## config.mk

```make
export PLATFORM = sky130hd
export DESIGN_NAME = pipe_seq_ctrl
export DESIGN_NICKNAME = d
export VERILOG_FILES = /design/src/rtl/cpu_ctrl_pkg.sv /design/src/rtl/hazard_detect.sv /design/src/rtl/pipe_seq_ctrl.sv
export SDC_FILE = /design/constraint.sdc
export NUM_CORES = 1
export LEC_CHECK = 0
export BUFFER_PORTS_ARGS = -buffer_cell sky130_fd_sc_hd__buf_2
export CORE_MARGIN = 2
export CORE_UTILIZATION = 48
export CTS_CLUSTER_DIAMETER = 50
export DETAILED_ROUTE_END_ITERATION = 12
export PLACE_DENSITY = 0.81
export REMOVE_ABC_BUFFERS = 1
export SETUP_SLACK_MARGIN = 0.2
export SYNTH_ARGS = -nofsm -noshare
export SYNTH_HDL_FRONTEND = slang
export SYNTH_HIERARCHICAL = 1
export SYNTH_SLANG_ARGS = --single-unit
export TNS_END_PERCENT = 10
```

## constraint.sdc

```tcl
create_clock -name clk_i -period 1.9 [get_ports clk_i]
set_input_delay 0.38 -clock clk_i [delete_from_list [all_inputs] [get_ports clk_i]]
set_output_delay 0.38 -clock clk_i [all_outputs]
set_load 0.02 [all_outputs]
```

## src/rtl/cpu_ctrl_pkg.sv

```systemverilog
// Shared constants and state encoding for the front-end pipeline sequencer.
package cpu_ctrl_pkg;

   localparam int unsigned OpcW = 7;
   localparam int unsigned RegW = 3;

   localparam logic [OpcW-1:0] OpcHlt   = 7'b1100001;
   localparam logic [OpcW-1:0] OpcIadd  = 7'b0100000;
   // Immediate-class instructions are identified by opcode bits [6:5] alone.
   localparam logic [1:0]      ImmClass = 2'b01;

   typedef enum logic [1:0] {
      StRun  = 2'b00,
      StImm  = 2'b01,
      StHalt = 2'b10
   } seq_state_e;

   function automatic logic is_imm_class(input logic [OpcW-1:0] opc);
      return opc[6:5] == ImmClass;
   endfunction

endpackage

```

## src/rtl/hazard_detect.sv

```systemverilog
// Load-use hazard detection: decode-stage sources against a load's destination in EX.
module hazard_detect
   import cpu_ctrl_pkg::*;
(
   input  logic            id_valid_i,
   input  logic [RegW-1:0] id_rs1_i,
   input  logic [RegW-1:0] id_rs2_i,
   input  logic            id_rs1_used_i,
   input  logic            id_rs2_used_i,
   input  logic            ex_load_i,
   input  logic [RegW-1:0] ex_rd_i,
   output logic            load_use_o
);

   logic rs1_hit, rs2_hit;

   assign rs1_hit    = id_rs1_used_i && (id_rs1_i == ex_rd_i);
   assign rs2_hit    = id_rs2_used_i && (id_rs2_i == ex_rd_i);
   assign load_use_o = id_valid_i && ex_load_i && (rs1_hit || rs2_hit);

endmodule

```

## src/rtl/pipe_seq_ctrl.sv

```systemverilog
// Front-end sequencer: PC/IF-ID/ID-EX enables, load-use stalls, two-word immediates,
// halt freeze and a saturating stall-cycle counter.
module pipe_seq_ctrl
   import cpu_ctrl_pkg::*;
#(
   parameter int unsigned CntW = 16
) (
   input  logic            clk_i,
   input  logic            rst_ni,
   input  logic            id_valid_i,
   input  logic [OpcW-1:0] id_opcode_i,
   input  logic [RegW-1:0] id_rs1_i,
   input  logic [RegW-1:0] id_rs2_i,
   input  logic            id_rs1_used_i,
   input  logic            id_rs2_used_i,
   input  logic            ex_load_i,
   input  logic [RegW-1:0] ex_rd_i,
   input  logic            mem_busy_i,
   input  logic            stat_clr_i,
   output logic            pc_en_o,
   output logic            ifid_en_o,
   output logic            ifid_flush_o,
   output logic            idex_bubble_o,
   output logic            imm_hold_o,
   output logic            imm_phase_o,
   output logic            halted_o,
   output logic [CntW-1:0] stall_cnt_o
);

   seq_state_e      state_q, state_d;
   logic [CntW-1:0] stall_cnt_q, stall_cnt_d;
   logic            load_use;
   logic            pc_en, ifid_en, ifid_flush, idex_bubble, imm_hold, imm_phase, halted;

   hazard_detect u_hazard_detect (
      .id_valid_i    (id_valid_i),
      .id_rs1_i      (id_rs1_i),
      .id_rs2_i      (id_rs2_i),
      .id_rs1_used_i (id_rs1_used_i),
      .id_rs2_used_i (id_rs2_used_i),
      .ex_load_i     (ex_load_i),
      .ex_rd_i       (ex_rd_i),
      .load_use_o    (load_use)
   );

   always_comb begin
      state_d     = state_q;
      pc_en       = 1'b1;
      ifid_en     = 1'b1;
      ifid_flush  = 1'b0;
      idex_bubble = 1'b0;
      imm_hold    = 1'b0;
      imm_phase   = 1'b0;
      halted      = 1'b0;
      unique case (state_q)
         StRun: begin
            if (mem_busy_i) begin
               pc_en   = 1'b0;
               ifid_en = 1'b0;
            end else if (id_valid_i && (id_opcode_i == OpcHlt)) begin
               pc_en      = 1'b0;
               ifid_flush = 1'b1;
               state_d    = StHalt;
            end else if (load_use) begin
               pc_en       = 1'b0;
               ifid_en     = 1'b0;
               idex_bubble = 1'b1;
            end else if (id_valid_i && is_imm_class(id_opcode_i)) begin
               imm_hold    = 1'b1;
               idex_bubble = 1'b1;
               state_d     = StImm;
            end
         end
         StImm: begin
            // IF/ID now holds the immediate word; its opcode bits are never decoded.
            if (mem_busy_i) begin
               pc_en   = 1'b0;
               ifid_en = 1'b0;
            end else begin
               imm_phase = 1'b1;
               state_d   = StRun;
            end
         end
         StHalt: begin
            pc_en       = 1'b0;
            ifid_en     = 1'b0;
            ifid_flush  = 1'b1;
            idex_bubble = 1'b1;
            halted      = 1'b1;
         end
         default: state_d = StRun;
      endcase
   end

   // Outputs are Mealy, so they must be forced quiet while reset is held.
   always_comb begin
      pc_en_o       = rst_ni & pc_en;
      ifid_en_o     = rst_ni & ifid_en;
      ifid_flush_o  = rst_ni & ifid_flush;
      idex_bubble_o = rst_ni & idex_bubble;
      imm_hold_o    = rst_ni & imm_hold;
      imm_phase_o   = rst_ni & imm_phase;
      halted_o      = rst_ni & halted;
   end

   always_comb begin
      stall_cnt_d = stall_cnt_q;
      if (stat_clr_i) begin
         stall_cnt_d = '0;
      end else if ((state_q != StHalt) && (idex_bubble || mem_busy_i) &&
                   (stall_cnt_q != {CntW{1'b1}})) begin
         stall_cnt_d = stall_cnt_q + 1'b1;
      end
   end

   always_ff @(posedge clk_i or negedge rst_ni) begin
      if (!rst_ni) begin
         state_q     <= StRun;
         stall_cnt_q <= '0;
      end else begin
         state_q     <= state_d;
         stall_cnt_q <= stall_cnt_d;
      end
   end

   assign stall_cnt_o = stall_cnt_q;

endmodule

```

==> flow_metrics.tcl <==
set metrics [dict create \
    clk_latency_ps 300 \
    dpl.cell_count 234 \
    post-route-drc-count 0 \
    post_route_clock_period_utilization 1.02 \
    report.final.slew_viol_count 0 \
    synth-async-reset-ratio 1.00 \
    numClockSinks 18 \
    crit_arrival_ps 1560 \
    maximum_buffer_depth_of_the_clock_tree 2 \
    final_layout_size_suffix_gt1_frac 0.429 \
    grt_antenna_before_repair 0 \
    power-per-cell-area_nw_per_um2 456 \
    finalWorstPathRequiredPeriod_ps 1940 \
    critical_path.endpoint_type "output pin" \
    die_x_um 54.6 \
    violations "setup timing" \
    ir_worst_vdd_mv 0.426 \
    drt-initial-drc-count 46 \
    post_synth_edffs 0 \
    drt_first_pass_iters 4 \
    tritoncts "yes" \
    hold_class "in2async" \
    mappedNetlistArea_um2 1230 \
    cp_slowest_cell "sky130_fd_sc_hd__a21oi_2" \
    seq_area_frac_synth 0.366 \
    crit_path_max_fanout 3 \
    fillCellCount 188 \
    setup_slack_ps -37.4 \
    slew-limit-headroom 0.693 \
    nNetsFinal 236 \
    grt_overflow 0 \
    clk_root_buffer_cell "sky130_fd_sc_hd__clkbuf_4" \
    yosys_most_used_dff "sky130_fd_sc_hd__dfrtp_1" \
    syn-mean-instance-area_um2 8.38 \
    ant_nets 0 \
    static-leakage-power_nw 0.835 \
    grt_max_degree 22 \
    critical_path.max_stage_delay_ps 190 \
    crit_cells 10 \
    final-hold-violation-count 0 \
    first_global_vias 1265 \
    timing.max_cap.violations 0 \
    finish.utilization 0.735 \
    fp.coreArea_um2 2450 \
    post_synth_num_cell_types 36 \
    grt_use_total 0.253 \
    antennaDiodeCount 0 \
    finalNonFillerCells 240 \
    final.setup_skew_ps 8.46 \
    critPathRequiredTime_ps 1520 \
    critical_path.cell_chain "buf_6 -> xnor2_1 -> nand4_1 -> a21oi_2 -> buf_4 -> nor2_1 -> nor2_1 -> a21oi_1 -> nor2_1 -> buf_4" \
    synthCells 147 \
    worst-path-buf-inv 3 \
    cts_buffers 3 \
    detailed_place_hpwl_mm 2.61 \
    drt-vias-per-instance 5.70 \
    ctsHtreeMaxLevel 1 \
    ff2ff_setup_slack_ps 150 \
    yosys_register_bits 18 \
    grt_pass1_wl_mm 5.45 \
    crit_top_cell "sky130_fd_sc_hd__nor2_1" \
    worst_slew_pin_slew_ps 460 \
    design_power_total_mw 0.824 \
    core.rowCount 18 \
    floorplan.initialDensity 0.502 \
    worstRegToRegCells 5 \
    flow.area_growth_from_synthesis_pct 46.6 \
    finalHoldWorstSlack_ps 113 \
    status "complete, but fails checks" \
    number_of_port_buffers 46 \
    final_report_setup_violation_count 3 \
    die-height_um 54.6 \
    routed-via-count 1368 \
    critPathKind "in2out" \
    floorplan.io_pins 47 \
    routedWlPerCell_um 15.2 \
    unrepaired_setup_endpoints_after_global_routing "yes" \
    timing.critical_path.from_type "input port" \
    cts_clock_pin_slew_for_the_worst_setup_and_hold_paths_ps 110 \
    critical-path-top-delay-family "buffers and inverters" \
    setup-tns-final_ps -82.0 \
    floorplan_die_area_um2 2990 \
    ys_warnings 6 \
    wirelength_mm 3.65 \
    weighted_congestion_reported_at_the_end_of_routability_driven_placement 0.817 \
    fmax_mhz 516 \
]
-- worst reg2reg max path: stages, from the launching register on --
cell	delay, ps
sky130_fd_sc_hd__dfrtp_1	450
sky130_fd_sc_hd__and2_1	180
sky130_fd_sc_hd__o32a_2	180
sky130_fd_sc_hd__o21ai_2	140
sky130_fd_sc_hd__or4_1	550
sky130_fd_sc_hd__a21oi_1	170
-- registers in the layout, summed over array words and instances (netlist names) --
signal and count:
stall_cnt_o 16, state_q 2
-- synthesized netlist by cell type (2+ instances only) --
| cell type | n | area share |
|---|---|---|
| sky130_fd_sc_hd__nand2_1 | 8 | 0.024 |
| sky130_fd_sc_hd__a21oi_1 | 14 | 0.057 |
| sky130_fd_sc_hd__o31ai_1 | 4 | 0.024 |
| sky130_fd_sc_hd__nor2_1 | 20 | 0.061 |
| sky130_fd_sc_hd__or4_1 | 4 | 0.024 |
| sky130_fd_sc_hd__and3_1 | 3 | 0.015 |
| sky130_fd_sc_hd__dfrtp_1 | 18 | 0.37 |
| sky130_fd_sc_hd__and2_1 | 2 | 0.010 |
| sky130_fd_sc_hd__nor4_1 | 3 | 0.015 |
| sky130_fd_sc_hd__o21ai_0 | 6 | 0.024 |
| sky130_fd_sc_hd__mux2_2 | 4 | 0.037 |
| sky130_fd_sc_hd__inv_1 | 3 | 0.0091 |
| sky130_fd_sc_hd__clkbuf_1 | 3 | 0.0091 |
| sky130_fd_sc_hd__nand4_1 | 6 | 0.030 |
| sky130_fd_sc_hd__o21a_1 | 2 | 0.012 |
| sky130_fd_sc_hd__nor2b_1 | 4 | 0.020 |
| sky130_fd_sc_hd__or3_1 | 5 | 0.025 |
| sky130_fd_sc_hd__nand3_1 | 8 | 0.033 |
| sky130_fd_sc_hd__xnor2_1 | 6 | 0.043 |
| sky130_fd_sc_hd__nand2b_1 | 3 | 0.015 |
| sky130_fd_sc_hd__o211ai_1 | 3 | 0.018 |
| sky130_fd_sc_hd__nor3_1 | 4 | 0.016 |
-- placed cells by master (no fill, tap or decap), drive strengths merged, types with 2 or more instances in the layout --
cell type / count
a21oi: 14
and2: 2
and3: 3
buf: 62
clkbuf: 4
dfrtp: 18
inv: 3
mux2: 4
nand2: 8
nand2b: 3
nand3: 8
nand4: 6
nor2: 21
nor2b: 4
nor3: 5
nor4: 3
o211ai: 3
o21a: 2
o21ai: 7
o31ai: 4
or3: 5
or4: 4
xnor2: 6
-- path summary, 6_finish.rpt --
check / startpoint / endpoint
min in group clk_i: mem_busy_i / state_q[1]$_DFFE_PN0P_
setup / recovery: id_rs1_i[2] / idex_bubble_o
setup reg to reg: state_q[0]$_DFFE_PN0P_ / stall_cnt_o[4]$_DFFE_PN0P_
max in group asynchronous: rst_ni / stall_cnt_o[0]$_DFFE_PN0P_
hold / removal: rst_ni / stall_cnt_o[15]$_DFFE_PN0P_
hold reg to reg: stall_cnt_o[9]$_DFFE_PN0P_ / stall_cnt_o[9]$_DFFE_PN0P_
-- area by class of cell --
cell class | instances | area [um2] | share of cell area
multi-input combinational | 122 | 837 | 0.464
inverter | 3 | 11.3 | 0.00624
timing repair buffer | 63 | 433 | 0.240
clock buffer | 4 | 36.3 | 0.0201
sequential | 18 | 450 | 0.249
tap | 30 | 37.5 | 0.0208
-- power breakdown --
part	switching [mW]	internal (mW)
clock network	0.128	0.117
logic	0.0903	0.0886
registers	0.00911	0.391
-- stage by stage --
step,cell area [um2],setup slack [ps]
CTS,1760,-1.55
finish,1810,-37.4
detailed placement,1590,-386
global route,1810,-118
floorplan,1210,-136
global placement,1590,-324
-- logic make-up (layout without fill, tap and decap cells) --
kind of cell    count (synthesis)  in the layout  share of synthesized area
flops                          18             18                      0.366
xor+xnor                        6              6                     0.0427
compound gates                 33             33                      0.162
mux                             5              5                     0.0447
simple gates                   77             77                      0.348
fa+ha+maj                       1              1                     0.0102
buf+inv                         7             70                     0.0274
-- what timing repair did --
action | CTS | global route
endpoints found under the setup margin | 22 | 21
resized for setup | 25 | 7
buffers inserted | 0 | 1
hold endpoints to repair | 5 | 0
hold buffers | 1 | 0
pin swaps | 13 | 14
-- layer usage --
metal  track usage  part of all wire
met2         0.448              0.51
met4        0.0833             0.022
met5             0                 0
met3        0.0383             0.036
met1         0.309              0.43
Power figures use the tool's default switching activity.
